### src/rtl/conv_channel_err_inj_if.sv
// Symbol stream between the convolutional encoder, the channel model and the
// Viterbi decoder: the encoder-side symbol in, the possibly corrupted symbol out.
interface conv_channel_err_inj_if #(
    parameter int SYM_W = 2
) ();
    logic             valid_i;
    logic [SYM_W-1:0] sym_i;
    logic             valid_o;
    logic [SYM_W-1:0] sym_o;
    logic             err_o;

    // Source/sink side: drives encoder symbols, observes the channel output.
    modport master (
        output valid_i, sym_i,
        input  valid_o, sym_o, err_o
    );

    // Channel model side.
    modport slave (
        input  valid_i, sym_i,
        output valid_o, sym_o, err_o
    );
endinterface

### src/rtl/conv_channel_err_inj.sv
// Channel model for the encoder -> Viterbi path. Registers each coded symbol
// and XORs a mask into selected symbols under a clean, periodic, burst or
// LFSR-random pattern, with per-symbol error flags and saturating statistics.
module conv_channel_err_inj #(
    parameter int                SYM_W  = 2,
    parameter int                PH_W   = 8,
    parameter int                CNT_W  = 16,
    parameter int                LFSR_W = 16,
    parameter logic [LFSR_W-1:0] TAPS   = 16'hB400,
    parameter logic [LFSR_W-1:0] SEED   = 16'hACE1
) (
    input  logic                 clk,
    input  logic                 rst,
    input  logic                 start_i,
    input  logic [1:0]           mode_i,
    input  logic [PH_W-1:0]      period_i,
    input  logic [PH_W-1:0]      burst_len_i,
    input  logic [LFSR_W-1:0]    thresh_i,
    input  logic [SYM_W-1:0]     err_mask_i,
    input  logic [CNT_W-1:0]     win_len_i,
    conv_channel_err_inj_if.slave sif,
    output logic                 busy_o,
    output logic [CNT_W-1:0]     inj_ct_o,
    output logic [CNT_W-1:0]     flip_ct_o
);

    typedef enum logic [1:0] {S_IDLE, S_RUN, S_DONE} state_e;
    typedef enum logic [1:0] {M_CLEAN, M_PERIODIC, M_BURST, M_RANDOM} mode_e;

    state_e            state_q, state_d;
    mode_e             mode_q;
    logic [PH_W-1:0]   period_q, burst_len_q, phase_q, phase_nxt;
    logic [LFSR_W-1:0] thresh_q, lfsr_q, lfsr_nxt;
    logic [SYM_W-1:0]  mask_q;
    logic [CNT_W-1:0]  win_len_q, k_q, inj_ct_q, flip_ct_q, inj_ct_nxt, flip_ct_nxt;
    logic [CNT_W:0]    inj_sum, flip_sum;
    logic              hit, inj, err_nxt, last_sym;

    function automatic logic [CNT_W-1:0] popcount(input logic [SYM_W-1:0] v);
        logic [CNT_W-1:0] n;
        n = '0;
        for (int i = 0; i < SYM_W; i++) n = n + CNT_W'(v[i]);
        return n;
    endfunction

    // Pattern hit for the current symbol, injection gate and window end.
    always_comb begin
        // NOTE: every always_comb output gets a default first so no path leaves it unassigned (no latch).
        hit = 1'b0;
        case (mode_q)
            M_PERIODIC: hit = (period_q != '0) && (phase_q == period_q - PH_W'(1));
            M_BURST:    hit = (period_q != '0) && (phase_q < burst_len_q);
            M_RANDOM:   hit = (lfsr_q < thresh_q);
            default:    hit = 1'b0;
        endcase
        // The start cycle never injects: it belongs to the new run, not the old one.
        inj      = (state_q == S_RUN) && !start_i && hit;
        err_nxt  = inj && sif.valid_i && (mask_q != '0);
        last_sym = (state_q == S_RUN) && sif.valid_i && (win_len_q != '0)
                   && (k_q == win_len_q - CNT_W'(1));
    end

    // Phase wrap, Galois LFSR step and saturating statistics increments.
    always_comb begin
        phase_nxt = ((period_q == '0) || (phase_q == period_q - PH_W'(1)))
                    ? '0 : phase_q + PH_W'(1);
        lfsr_nxt  = (lfsr_q >> 1) ^ (lfsr_q[0] ? TAPS : '0);
        inj_sum   = {1'b0, inj_ct_q} + (CNT_W+1)'(1);
        flip_sum  = {1'b0, flip_ct_q} + {1'b0, popcount(mask_q)};
        inj_ct_nxt  = inj_sum[CNT_W]  ? '1 : inj_sum[CNT_W-1:0];
        flip_ct_nxt = flip_sum[CNT_W] ? '1 : flip_sum[CNT_W-1:0];
    end

    // Next state: start always (re)enters RUN and beats a simultaneous window end.
    always_comb begin
        state_d = state_q;
        if (start_i)       state_d = S_RUN;
        else if (last_sym) state_d = S_DONE;
    end

    // State register.
    always_ff @(posedge clk or negedge rst) begin
        // NOTE: sequential state uses non-blocking assignments so every register samples pre-edge values.
        if (!rst) state_q <= S_IDLE;
        else      state_q <= state_d;
    end

    // Output register, config capture and run counters.
    always_ff @(posedge clk or negedge rst) begin
        if (!rst) begin
            sif.valid_o <= 1'b0;
            sif.sym_o   <= '0;
            sif.err_o   <= 1'b0;
            mode_q      <= M_CLEAN;
            period_q    <= '0;
            burst_len_q <= '0;
            thresh_q    <= '0;
            mask_q      <= '0;
            win_len_q   <= '0;
            k_q         <= '0;
            phase_q     <= '0;
            lfsr_q      <= SEED;
            inj_ct_q    <= '0;
            flip_ct_q   <= '0;
        end else begin
            sif.valid_o <= sif.valid_i;
            sif.sym_o   <= sif.sym_i ^ (inj ? mask_q : '0);
            sif.err_o   <= err_nxt;
            if (start_i) begin
                mode_q      <= mode_e'(mode_i);
                period_q    <= period_i;
                burst_len_q <= burst_len_i;
                thresh_q    <= thresh_i;
                mask_q      <= err_mask_i;
                win_len_q   <= win_len_i;
                k_q         <= '0;
                phase_q     <= '0;
                lfsr_q      <= SEED;
                inj_ct_q    <= '0;
                flip_ct_q   <= '0;
            end else if ((state_q == S_RUN) && sif.valid_i) begin
                k_q     <= k_q + CNT_W'(1);
                phase_q <= phase_nxt;
                lfsr_q  <= lfsr_nxt;
                if (err_nxt) begin
                    inj_ct_q  <= inj_ct_nxt;
                    flip_ct_q <= flip_ct_nxt;
                end
            end
        end
    end

    assign busy_o    = (state_q == S_RUN);
    assign inj_ct_o  = inj_ct_q;
    assign flip_ct_o = flip_ct_q;

endmodule

### src/flat_wrapper.sv
// flat-port wrapper written by rule: the top's interface ports become plain ports
module conv_channel_err_inj_flat 
#(
    parameter int                SYM_W  = 2,
    parameter int                PH_W   = 8,
    parameter int                CNT_W  = 16,
    parameter int                LFSR_W = 16,
    parameter logic [LFSR_W-1:0] TAPS   = 16'hB400,
    parameter logic [LFSR_W-1:0] SEED   = 16'hACE1
)
  (clk, rst, start_i, mode_i, period_i, burst_len_i, thresh_i, err_mask_i, win_len_i, busy_o, inj_ct_o, flip_ct_o, sif_valid_i, sif_sym_i, sif_valid_o, sif_sym_o, sif_err_o);
  conv_channel_err_inj_if #(.SYM_W(SYM_W)) sif_i ();
  input  logic clk;
  input  logic rst;
  input  logic start_i;
  input  logic [1:0] mode_i;
  input  logic [PH_W-1:0] period_i;
  input  logic [PH_W-1:0] burst_len_i;
  input  logic [LFSR_W-1:0] thresh_i;
  input  logic [SYM_W-1:0] err_mask_i;
  input  logic [CNT_W-1:0] win_len_i;
  output logic busy_o;
  output logic [CNT_W-1:0] inj_ct_o;
  output logic [CNT_W-1:0] flip_ct_o;
  input wire logic [$bits(sif_i.valid_i)-1:0] sif_valid_i;
  input wire logic [$bits(sif_i.sym_i)-1:0] sif_sym_i;
  output wire logic [$bits(sif_i.valid_o)-1:0] sif_valid_o;
  output wire logic [$bits(sif_i.sym_o)-1:0] sif_sym_o;
  output wire logic [$bits(sif_i.err_o)-1:0] sif_err_o;
  assign sif_i.valid_i = sif_valid_i;
  assign sif_i.sym_i = sif_sym_i;
  assign sif_valid_o = sif_i.valid_o;
  assign sif_sym_o = sif_i.sym_o;
  assign sif_err_o = sif_i.err_o;
  conv_channel_err_inj #(.SYM_W(SYM_W), .PH_W(PH_W), .CNT_W(CNT_W), .LFSR_W(LFSR_W), .TAPS(TAPS), .SEED(SEED)) u_core (.clk(clk), .rst(rst), .start_i(start_i), .mode_i(mode_i), .period_i(period_i), .burst_len_i(burst_len_i), .thresh_i(thresh_i), .err_mask_i(err_mask_i), .win_len_i(win_len_i), .sif(sif_i), .busy_o(busy_o), .inj_ct_o(inj_ct_o), .flip_ct_o(flip_ct_o));
endmodule
### config.mk
export PLATFORM = sky130hd
export DESIGN_NAME = conv_channel_err_inj_flat
export DESIGN_NICKNAME = d
export VERILOG_FILES = /design/src/rtl/conv_channel_err_inj_if.sv /design/src/rtl/conv_channel_err_inj.sv /design/src/flat_wrapper.sv
export SDC_FILE = /design/constraint.sdc
export NUM_CORES = 1
export LEC_CHECK = 0
export CORE_MARGIN = 2
export CORE_UTILIZATION = 50
export CTS_CLUSTER_SIZE = 14
export DETAILED_ROUTE_END_ITERATION = 7
export PLACE_DENSITY = 0.78
export SETUP_SLACK_MARGIN = 0.4
export SLEW_MARGIN = 20
export SYNTH_ARGS = -nofsm -noshare
export SYNTH_HDL_FRONTEND = slang
export SYNTH_SLANG_ARGS = --single-unit
### constraint.sdc
create_clock -name clk -period 2.33 [get_ports clk]
set_input_delay 0.466 -clock clk [delete_from_list [all_inputs] [get_ports clk]]
set_output_delay 0.466 -clock clk [all_outputs]
set_load 0.005 [all_outputs]
==> metrics, run 1 <==
status=finished, violations left; failing checks=negative setup slack; # DRC=0; Initial Utilization=51.5%; die area=15300 sq um; Rows=43; Fillers=816; CP startpoint kind=register; Synth Flop Type=dfrtp_1; slew at the pin with the worst max-slew slack=0.694 ns; Worst slew margin=53.4%; antenna violations before repair=0; sw power=0.00175 W; worst r2r src=u_core.mask_q[0]$_DFFE_PN0P_; die width=124 um; IO Pins=95; HPWL Detailed=13000 um; syn avg cell area=9.36 sq um; Clock Path Buffers=2; internal reg-to-reg setup slack=-0.46 ns; min cycle time layout=2.79 ns; switching portion of total power=25.7%; Crit Path Max Fanout=5; power share of the combinational group=18.7%; clk root buf=clkbuf_16; Most common cell on crit path=inv_2; largest net degree at the start of global routing=70; Post-DRT Antenna Nets=0; Worst setup startpoint=u_core.mask_q[0]$_DFFE_PN0P_; syn_nets=860; R2R Path End=u_core.flip_ct_o[7]$_DFFE_PN0P_; Worst-path clk slew=0.06 ns; drt total wl=24400 um; DR vias=7256; gate count of the mapped netlist=766; Yosys warnings=0; clk_skew=0.00759 ns; mapped cell area=7170 sq um; Final Hold Vio Count=0; cts bufs inserted=17; Hold WC Path Type=in -> async; Reg2Reg Depth=13; Clk pwr share=44.8%; vias in the first global route=7261; Final #Nets=1069; critical path required time=2.66 ns; Hold-fix buffers, CTS=0; gr ovfl total=0; max_cap viols=0; CP endpoint=u_core.flip_ct_o[7]$_DFFE_PN0P_; TritonRoute pass-1 iters=6; period utilisation layout=120%; static leakage power=4.65 nW; biggest cell delay along the critical path=0.40 ns; Slew Viols, Final=0; first-pass GRT wire length=36000 um; internal power=0.00507 W; RSZ-0062 raised after global routing=true; CP cell instances=inv_2, ha_4, ha_4, inv_2, fa_2, inv_2, and3_4, and3_4, nand4_1, buf_6, nor3b_4, nor3b_2, nor3_1; htree depth=4; final setup fails=36; asr flop ratio synth=100%; Post-synth EDFFs=0; Die Y=124 um; vias per cell=6.22; Pwr Density=629 nW/um^2; Seq pwr share=36.6%; n_diodes=0; Routability Congestion=0.960; Total GRT Usage=30.5%; CTS tree=built; Clock Sink Count=130; Area Growth Syn to Fin=51.3%; Routed WL per cell=20.9 um; crit path kind=reg -> reg; DR iter-0 viols=865; Yosys reg bits=130; port bufs=94; final worst slack=-0.463 ns; Unique masters post-synth=63; worst IR drop on VDD=0.482 mV; f_max=358 MHz; layout cells sized above 1=31.1%; arrival time worst endpoint=3.12 ns; core area=13900 sq um; Seq/Total Area, Yosys=45.5%; Design Power=0.00682 W; final core utilization=77.9%; insertion delay to the later sink of the worst-skew pair=0.44 ns; CP max stage cell=dfrtp_1; Worst Setup End Kind=register
power by group through the flow:
stage | logic (W) | registers (W) | clock network, W
floorplan | 0.000488 | 0.00250 | 0
global placement | 0.000814 | 0.00252 | 0
detailed placement | 0.000853 | 0.00252 | 0
CTS | 0.00107 | 0.00249 | 0.00305
global route | 0.00136 | 0.00251 | 0.00317
finish | 0.00127 | 0.00250 | 0.00305
routing by layer:
| metal | GRT usage, % | up-vias | wire length, um |
|---|---|---|---|
| li1 | - | 3178 | - |
| met2 | 52.3 | 451 | 12100 |
| met1 | 35.1 | 3496 | 9060 |
| met3 | 6.87 | 131 | 1880 |
| met5 | 0 | - | 0 |
| met4 | 17.3 | 0 | 1300 |
worst min-delay path by stage:
stage	start	endpoint	cells after the start
final	rst	u_core.inj_ct_o[2]$_DFFE_PN0P_	1
after global routing	rst	u_core.inj_ct_o[2]$_DFFE_PN0P_	1
after CTS	rst	u_core.inj_ct_o[8]$_DFFE_PN0P_	1
after detailed placement	u_core.state_q[0]$_DFFE_PN0P_	u_core.state_q[0]$_DFFE_PN0P_	1
after global placement	u_core.state_q[0]$_DFFE_PN0P_	u_core.state_q[0]$_DFFE_PN0P_	1
after floorplan	rst	u_core.burst_len_q[0]$_DFFE_PN0P_	0
worst max-delay path, delay by kind of cell, from the launching register on:
family,cells,cell delay [ns]
flops,1,0.40
buf+inv,4,0.38
fa+ha+maj,3,0.73
simple gates,6,1.14
Yosys cell counts, types with 3 or more instances:
library cell / instances / area, sq um
o21ai_1: 4 / 20.0
or3_1: 4 / 25.0
a21o_1: 5 / 37.5
xnor2_1: 27 / 236
xor2_1: 19 / 166
a311oi_1: 15 / 131
dfrtp_1: 122 / 3050
o211ai_1: 6 / 45.0
mux2_2: 20 / 225
nor3_1: 19 / 95.1
dfstp_2: 8 / 210
a21oi_1: 29 / 145
clkbuf_1: 23 / 86.3
nor3b_1: 6 / 45.0
nand4_1: 13 / 81.3
nand3_1: 29 / 145
nand2_1: 105 / 394
o21ai_0: 52 / 260
ha_1: 35 / 438
and3_1: 27 / 169
o22ai_1: 3 / 18.8
nor2b_1: 9 / 56.3
o21a_1: 6 / 45.0
nand4b_1: 3 / 26.3
o311ai_1: 3 / 26.3
buf_2: 5 / 25.0
nor2_1: 41 / 154
and2_1: 5 / 31.3
buf_1: 6 / 22.5
a31oi_1: 17 / 106
a41oi_1: 5 / 43.8
a211oi_1: 8 / 60.1
nor4_1: 5 / 31.3
inv_1: 42 / 158
through the flow:
step                      hold WS [ns]  setup TNS (ns)  worst slack (ns)  instance area, sq um  instances
after floorplan                  0.170          -0.474            -0.107                  7400        766
after global placement           0.456           -1.12            -0.121                  8890       1064
after detailed placement         0.487           -2.79            -0.200                  8890       1064
after CTS                       0.0561           -2.89            -0.198                 10300       1143
after global routing            0.0949          -16.22            -0.679                 10900       1167
final                           0.0511          -10.35            -0.463                 10900       1167
cell type report:
| type | instances | area [sq um] | area share (%) |
|---|---|---|---|
| multi-input cells | 559 | 4290 | 39.5 |
| clock inverters | 10 | 206 | 1.90 |
| repair inverters | 1 | 8.76 | 0.0807 |
| flip-flops and latches | 130 | 3280 | 30.2 |
| well taps | 180 | 225 | 2.08 |
| inverters | 43 | 174 | 1.60 |
| clock buffers | 21 | 450 | 4.15 |
| repair buffers | 223 | 2220 | 20.5 |
registers in the layout, summed over array words and instances, names as in the netlist:
| name | flops |
|---|---|
| u_core.burst_len_q | 8 |
| u_core.flip_ct_o | 16 |
| u_core.inj_ct_o | 16 |
| u_core.k_q | 16 |
| u_core.lfsr_q | 16 |
| u_core.mask_q | 2 |
| u_core.mode_q | 2 |
| u_core.period_q | 8 |
| u_core.phase_q | 8 |
| u_core.sif.err_o | 1 |
| u_core.sif.sym_o | 2 |
| u_core.sif.valid_o | 1 |
| u_core.state_q | 2 |
| u_core.thresh_q | 16 |
| u_core.win_len_q | 16 |
cells in the final DEF (no fill, tap or decap), drive strengths merged, types with 13 or more instances in the layout:
cell	instances
a21oi	29
a311oi	15
a31oi	17
and3	27
buf	131
clkbuf	21
clkdlybuf4s50	88
dfrtp	122
ha	35
inv	43
mux2	20
nand2	105
nand3	30
nand4	13
nor2	41
nor3	19
o21ai	56
xnor2	27
xor2	19
timing repair:
item | in CTS | in global routing
setup endpoints to repair | 50 | 68
cloned | 4 | 1
pin swaps | 38 | 36
buffers inserted | 44 | 23
resized for setup | 77 | 71
logic make-up after synthesis:
group | after synthesis | share of synthesized area (%)
AOI/OAI and AO/OA | 171 | 15.4
xor gates and xnor gates | 46 | 5.62
adders and majority gates | 36 | 6.38
buffers and inverters | 77 | 4.12
DFF | 130 | 45.5
muxes | 21 | 3.28
and+or+nand+nor | 285 | 19.7
Power figures use the tool's default switching activity.
==> run 2, diff against run 1 <==
--- a/config.mk
+++ b/config.mk
@@ -5,6 +5,7 @@
 export SDC_FILE = /design/constraint.sdc
 export NUM_CORES = 1
 export LEC_CHECK = 0
+export ABC_CLOCK_PERIOD_IN_PS = 2330
 export CORE_MARGIN = 2
 export CORE_UTILIZATION = 50
 export CTS_CLUSTER_SIZE = 14
==> constraint.sdc (replaced) <==
create_clock -name clk -period 2.33 [get_ports clk]
set_input_delay 0.3495 -clock clk [delete_from_list [all_inputs] [get_ports clk]]
set_output_delay 0.3495 -clock clk [all_outputs]
set_load 0.005 [all_outputs]
==> run 2 against run 1 <==
The run still ends with negative setup slack left. Via count decreased by 0.65%. Sequential power about the same. Flip-flop and latch count unchanged. Clock skew increased by 0.0042 ns. Non-clock buffer count decreased by 16. Setup slack improved by 0.14 ns. Clock power decreased by 2%. Critical path depth decreased by 1. Sequential share of layout area increased by 0.49 points. Worst hold slack improved by 0.24 ns. Largest cell class unchanged.
==> metrics, run 2 (synthesized netlist as in run 1, its figures left out) <==
status=finished, violations left; failing checks=negative setup slack; Final #Nets=1054; # DRC=0; Total GRT Usage=29.1%; Final Hold Vio Count=0; RSZ-0062 raised after global routing=true; sw power=0.00172 W; Clock Path Buffers=2; min cycle time layout=2.66 ns; final worst slack=-0.327 ns; Placement Setup Slack=-0.250 ns; Clock Sink Count=130; clk root buf=clkbuf_16; Routed WL per cell=20.1 um; Routability Congestion=0.965; gr ovfl total=0; period utilisation layout=114%; critical path required time=2.64 ns; arrival time worst endpoint=2.97 ns; clk_skew=0.0118 ns; Clk pwr share=45.1%; HPWL Detailed=13000 um; Reg2Reg Depth=12; footprint of the multi-input gates=4270 sq um; Sequential Area=3270 sq um; Worst Setup End Kind=register; f_max=376 MHz; static leakage power=4.56 nW; Rows=43; htree depth=4; TritonRoute pass-1 iters=6; DR vias=7209; first-pass GRT wire length=34300 um; IO Pins=95; vias in the first global route=7061; port bufs=94; insertion delay to the later sink of the worst-skew pair=0.43 ns; layout cells sized above 1=29.0%; Worst slew margin=55.9%; cts bufs inserted=17; max_cap viols=0; power share of the combinational group=17.4%; final core utilization=76.3%; switching portion of total power=25.9%; Post-DRT Antenna Nets=0; drt total wl=23200 um; final setup fails=43; slew at the pin with the worst max-slew slack=0.661 ns; Seq pwr share=37.6%; internal power=0.00491 W; most frequent cells in the layout=119 x dfrtp_1, 104 x nand2_1, 91 x clkdlybuf4s50_1; Area Growth Syn to Fin=48.2%; CTS tree=built; CP startpoint kind=register; core area=13900 sq um; Worst-path clk slew=0.06 ns; Fillers=842; Slew Viols, Final=0; vias per cell=6.25; die area=15300 sq um; cell depth of the worst hold path=2; DR iter-0 viols=950; antenna violations before repair=0; Pwr Density=624 nW/um^2; crit path kind=reg -> reg; most common cell after layout, fill and taps aside=dfrtp_1; Hold WC Path Type=in -> reg; Die Y=124 um; largest net degree at the start of global routing=70; worst IR drop on VDD=0.451 mV; Initial Utilization=51.5%; Crit Path Max Fanout=6; die width=124 um; n_diodes=0
==> run 2: cell types whose count changed in the layout (fill, tap and decap cells not counted), moves of 4 or more <==
cell,change
nand3_2,+4
dfrtp_1,+12
nand3_1,-5
buf_12,-6
dfrtp_2,-12
buf_4,-8
==> run 2: path summary, 6_finish.rpt <==
kind	startpoint	endpoint	slack [ns]
worst max-delay path	u_core.period_q[0]$_DFFE_PN0P_	u_core.inj_ct_o[9]$_DFFE_PN0P_	-0.33
worst min-delay path	start_i	u_core.win_len_q[9]$_DFFE_PN0P_	0.29
worst max register to register	u_core.period_q[0]$_DFFE_PN0P_	u_core.inj_ct_o[9]$_DFFE_PN0P_	-0.33
worst min register to register	u_core.state_q[0]$_DFFE_PN0P_	u_core.state_q[0]$_DFFE_PN0P_	0.50
max in group asynchronous	rst	u_core.lfsr_q[5]$_DFFE_PN1P_	1.30
min in group asynchronous	rst	u_core.inj_ct_o[3]$_DFFE_PN0P_	0.40
==> run 2: cell type report <==
class / instances / area share, %
Clock buffer: 19 / 4.26
Clock inverter: 13 / 1.95
Inverter: 43 / 1.59
Multi-Input combinational cell: 559 / 40.2
Sequential cell: 130 / 30.7
Tap cell: 180 / 2.12
Timing Repair Buffer: 207 / 18.9
Timing Repair inverter: 2 / 0.212
==> run 2: critical path, stage by stage, from the launching register on <==
cell	delay, ns
dfrtp_1	0.42
inv_2	0.10
ha_4	0.16
nand4bb_1	0.17
a2bb2oi_2	0.23
nand4b_1	0.18
or4_4	0.47
nand3_4	0.14
buf_6	0.12
buf_12	0.11
buf_6	0.10
a31oi_4	0.07
a311oi_1	0.27
==> run 2: metal layers <==
metal  part of all wire [%]  global-route usage [%]  vias to the layer above
li1                       -                       -                     3142
met1                     37                    34.1                     3470
met2                     51                    50.2                      467
met3                    7.1                    6.23                      130
met4                    5.1                    15.1                        0
met5                      0                       0                        -
==> run 2: stage by stage <==
| step | TNS, ns | cells | total power [W] | instance area (sq um) | hold WS, ns |
|---|---|---|---|---|---|
| after floorplan | -0.474 | 766 | 0.00299 | 7400 | 0.0539 |
| after global placement | -1.17 | 1061 | 0.00333 | 8860 | 0.296 |
| after detailed placement | -3.51 | 1061 | 0.00337 | 8860 | 0.302 |
| after CTS | -2.84 | 1140 | 0.00655 | 10200 | 0.292 |
| after global routing | -11.15 | 1153 | 0.00685 | 10600 | 0.289 |
| final | -8.15 | 1153 | 0.00663 | 10600 | 0.293 |
==> run 2: power groups by stage <==
stage	sequential, W	clock (W)	combinational, W
global placement	0.00252	0	0.000809
detailed placement	0.00252	0	0.000848
finish	0.00249	0.00299	0.00115
CTS	0.00248	0.00302	0.00105
floorplan	0.00250	0	0.000488
global route	0.00250	0.00311	0.00124
==> run 2: repair_timing <==
item | CTS | global route
cloned | 5 | 0
buffers inserted | 41 | 13
resized for setup | 70 | 59
pin swaps | 40 | 26
hold endpoints to repair | 22 | 0
hold buffers | 1 | 0
endpoints found under the setup margin | 54 | 50
==> variant 1 (config.mk and constraints of run 2) <==
`CNT_W` is set to 16 in 2 places; all go to 32.
--- a/src/rtl/conv_channel_err_inj.sv
+++ b/src/rtl/conv_channel_err_inj.sv
@@ -5,5 +5,5 @@
     parameter int                SYM_W  = 2,
     parameter int                PH_W   = 8,
-    parameter int                CNT_W  = 16,
+    parameter int                CNT_W  = 32,
     parameter int                LFSR_W = 16,
     parameter logic [LFSR_W-1:0] TAPS   = 16'hB400,
--- a/src/flat_wrapper.sv
+++ b/src/flat_wrapper.sv
@@ -4,5 +4,5 @@
     parameter int                SYM_W  = 2,
     parameter int                PH_W   = 8,
-    parameter int                CNT_W  = 16,
+    parameter int                CNT_W  = 32,
     parameter int                LFSR_W = 16,
     parameter logic [LFSR_W-1:0] TAPS   = 16'hB400,
Interface: changed (resized flip_ct_o, inj_ct_o and win_len_i); port bits go from 95 to 143. No check against the original RTL was run, so the function may have changed too.
==> variant 1 against run 2 <==
  * Die area grew 52%
  * Power up 20%
  * Global-route usage increased by 0.31 points
  * Largest power group is now sequential cells
  * Sequential cell count rose by 64
  * Setup slack lost 420 ps
  * Cell area up 56%
  * Routed wire length up 60%
  * Area after synthesis is 54% higher
  * Core utilization down 0.16 points
  * The flow still finishes with violations (negative setup slack)
  * Synthesized cell count is 54% higher
  * Count of clock-buffer cells in the layout decreased by 2
==> variant 1: results <==
[synthesis]
yosysUniqueCellTypes = 76
ys_seq_area_frac = 0.441
synth_nets = 1287
ys_top_cells_by_area = dfrtp_1 42%, nand2_1 4.5%, mux2_2 4.3%, ha_1 4.1%, xnor2_1 3.5%
ys_top_cells_by_count = 186 x dfrtp_1, 131 x nand2_1, 97 x nor2_1, 65 x o21ai_0, 58 x a21oi_1

[power_and_ir_drop]
p_leak_uw = 0.00716
ir_drop_v = 0.000526

[detailed_routing]
vias_per_cell = 6.09
wl_per_cell_um = 20.0
drt_first_pass_iters = 5
first_iter_violations = 971

[clocking]
clkTransAtPathRegs_ps = 80
cts-root-buf = clkbuf_16
clockBufferDepth = 2
insertion_delay_ps = 440

[setup_path]
max_stage_delay_ps = 400
r2r_cells = 13
r2r_slack_ps = -740
regToRegStartpoint = u_core.mask_q[0]
critical_path.slowest_cell = or3_4
cp.arrival_ps = 3400
worstReg2RegEnd = u_core.flip_ct_o[9]

[sta]
finalSetupTns_ps = -38630
finalSetupViolCount = 77
finClkSkew_ps = 14.6
worstMarginPinSlew_ps = 920
layout_setup_ws_ps = -742
holdWs_ps = 270

[final_layout]
nFillCells = 1312
n_antenna_cell = 0
drive_gt1_frac = 0.338
fin_nets = 1680

[grt]
grtUsageTotal = 0.294
first_global_vias = 11300
antenna_found_initial = 2
grt_start_max_net_pins = 196
grt_pass1_wl_um = 56100

[place]
portBuffers = 142
dp_hpwl_um = 21400
gp_congestion = 0.906
dp_worst_setup_slack_ps = -811

[status]
violations = negative setup slack
outcome = finished, violations left
[variant 1: cell families after synthesis]
group                      share of synthesized area
xor gates and xnor gates                      0.0620
adders and majority gates                     0.0427
muxes                                         0.0538
AOI/OAI and AO/OA                              0.138
and+or+nand+nor                                0.222
buffers and inverters                         0.0406
DFF                                            0.441
[variant 1: area by class of cell]
type	count	share of cell area
well taps	280	0.0212
inverters	49	0.0116
clock buffers	17	0.0257
clock inverters	15	0.00763
repair buffers	424	0.235
flip-flops and latches	194	0.294
multi-input cells	883	0.405
[variant 1: worst min path at each step]
stage | startpoint | to | depth (start not counted)
finish | start_i | u_core.mode_q[0] | 3
global route | start_i | u_core.mode_q[0] | 3
CTS | start_i | u_core.mode_q[0] | 3
detailed placement | rst | u_core.win_len_q[10] | 1
global placement | rst | u_core.win_len_q[10] | 1
floorplan | rst | u_core.burst_len_q[0] | 0
[variant 1: worst max-delay path: cells and delay by family (launching register included)]
family / cells / cell delay [ps]
DFF: 1 / 390
AOI/OAI and AO/OA: 2 / 330
and+or+nand+nor: 6 / 1350
adders and majority gates: 3 / 780
buffers and inverters: 2 / 110
[variant 1: per-layer routing]
metal  track usage  part of all wire
met1         0.367              0.39
met4         0.133             0.047
met5             0           0.00043
met2         0.498              0.49
met3        0.0560             0.077
[variant 1: metrics by stage]
| step | area (µm²) | cells | util |
|---|---|---|---|
| 3_3_place_gp | 14500 | 1748 | 0.664 |
| 5_1_grt | 16600 | 1862 | 0.761 |
| 4_1_cts | 15900 | 1839 | 0.733 |
| 6_report | 16600 | 1862 | 0.761 |
| 2_1_floorplan | 11500 | 1176 | - |
| 3_5_place_dp | 14500 | 1748 | 0.664 |
[variant 1: power breakdown]
| part | switching, µW | internal, µW |
|---|---|---|
| registers | 114 | 3520 |
| logic | 732 | 744 |
| clock network | 1480 | 1400 |
[variant 1: repair_timing]
| action | in CTS | in global routing |
|---|---|---|
| pin swaps | 62 | 50 |
| hold endpoints to repair | 53 | 0 |
| setup endpoints to repair | 92 | 95 |
| buffers inserted | 51 | 22 |
| hold buffers | 1 | 0 |
| resized for setup | 104 | 91 |
| cloned | 7 | 1 |
==> variant 2 (settings of run 2) <==
Without the edit above. Register the output `busy_o`, with the module's reset; this adds one clock of latency there. The other outputs are not delayed to match.
--- a/src/rtl/conv_channel_err_inj.sv
+++ b/src/rtl/conv_channel_err_inj.sv
@@ -131,5 +131,11 @@
     end
 
-    assign busy_o    = (state_q == S_RUN);
+    always_ff @(posedge clk or negedge rst) begin
+        if (!rst) begin
+            busy_o <= '0;
+        end else begin
+            busy_o <= (state_q == S_RUN);
+        end
+    end
     assign inj_ct_o  = inj_ct_q;
     assign flip_ct_o = flip_ct_q;
Behaviour: not the same (Yosys sat finds a counterexample within 4 cycles, from zero or initial values and one cycle with rst low).
==> variant 2 against run 2 <==
  * The flow still finishes with violations (negative setup slack)
  * Power decreased by 5.5%
  * Non-clock buffer count fell by 3
  * Cell area shrank 3.1%
  * Area after synthesis rose by 2.2%
  * Sequential cell count grew 1
  * Setup slack worse by 11 ps
  * Routed wire length shrank 17%
  * Combinational power is 10% lower
  * Largest power group unchanged
==> variant 2: results <==
[status]
outcome = finished, violations left
violations = negative setup slack

[final_layout]
drive_gt1_frac = 0.263
nFlopsAndLatches = 131
signal_buffers = 204
multi_input_area_share = 0.401
sh_seq_area = 0.320
multi_input_cells = 553
num-nonclk-inverters = 46
nClkBuffers = 27
nFillCells = 1013

[setup_path]
worstPathMaxFanout = 7
worstReg2RegEnd = u_core.flip_ct_o[5]
cpLargestDelayFamily = compound AO/OA/AOI/OAI gates

[grt]
use_met3 = 0.0445
first_global_vias = 6259

[sta]
layout_setup_ws_ps = -338
relSlewSlack = 0.548
finalSetupTns_ps = -8170
finalSetupViolCount = 35

[detailed_routing]
wl_met2_um = 9610
vias_per_cell = 5.70
met3RoutedLength_um = 815
first_iter_violations = 542

[die]
num_rows = 44

[place]
dp_hpwl_um = 12300

[clocking]
post_cts_resized = 36
post_cts_buffers = 15
-- variant 2: kinds of logic after synthesis --
logic type                 after synthesis  synth area share
DFF                                    131             0.449
buffers and inverters                   82            0.0466
muxes                                   26            0.0391
and+or+nand+nor                        273             0.188
adders and majority gates               36            0.0625
AOI/OAI and AO/OA                      167             0.155
xor gates and xnor gates                51            0.0609
-- variant 2: power by group --
part / internal, µW / switching [µW] / leakage, µW / total, µW
combinational: 521 / 506 / 0.00254 / 1030
clock: 1790 / 952 / 0.000296 / 2750
sequential: 2400 / 93.6 / 0.00167 / 2500
total: 4720 / 1550 / 0.00450 / 6270
-- variant 2: worst max path at each step --
stage / end / depth (start not counted)
after floorplan: u_core.flip_ct_o[11] / 12
after global placement: u_core.inj_ct_o[2] / 11
after detailed placement: u_core.inj_ct_o[6] / 11
after CTS: u_core.inj_ct_o[6] / 9
after global routing: u_core.flip_ct_o[9] / 12
final: u_core.flip_ct_o[5] / 13
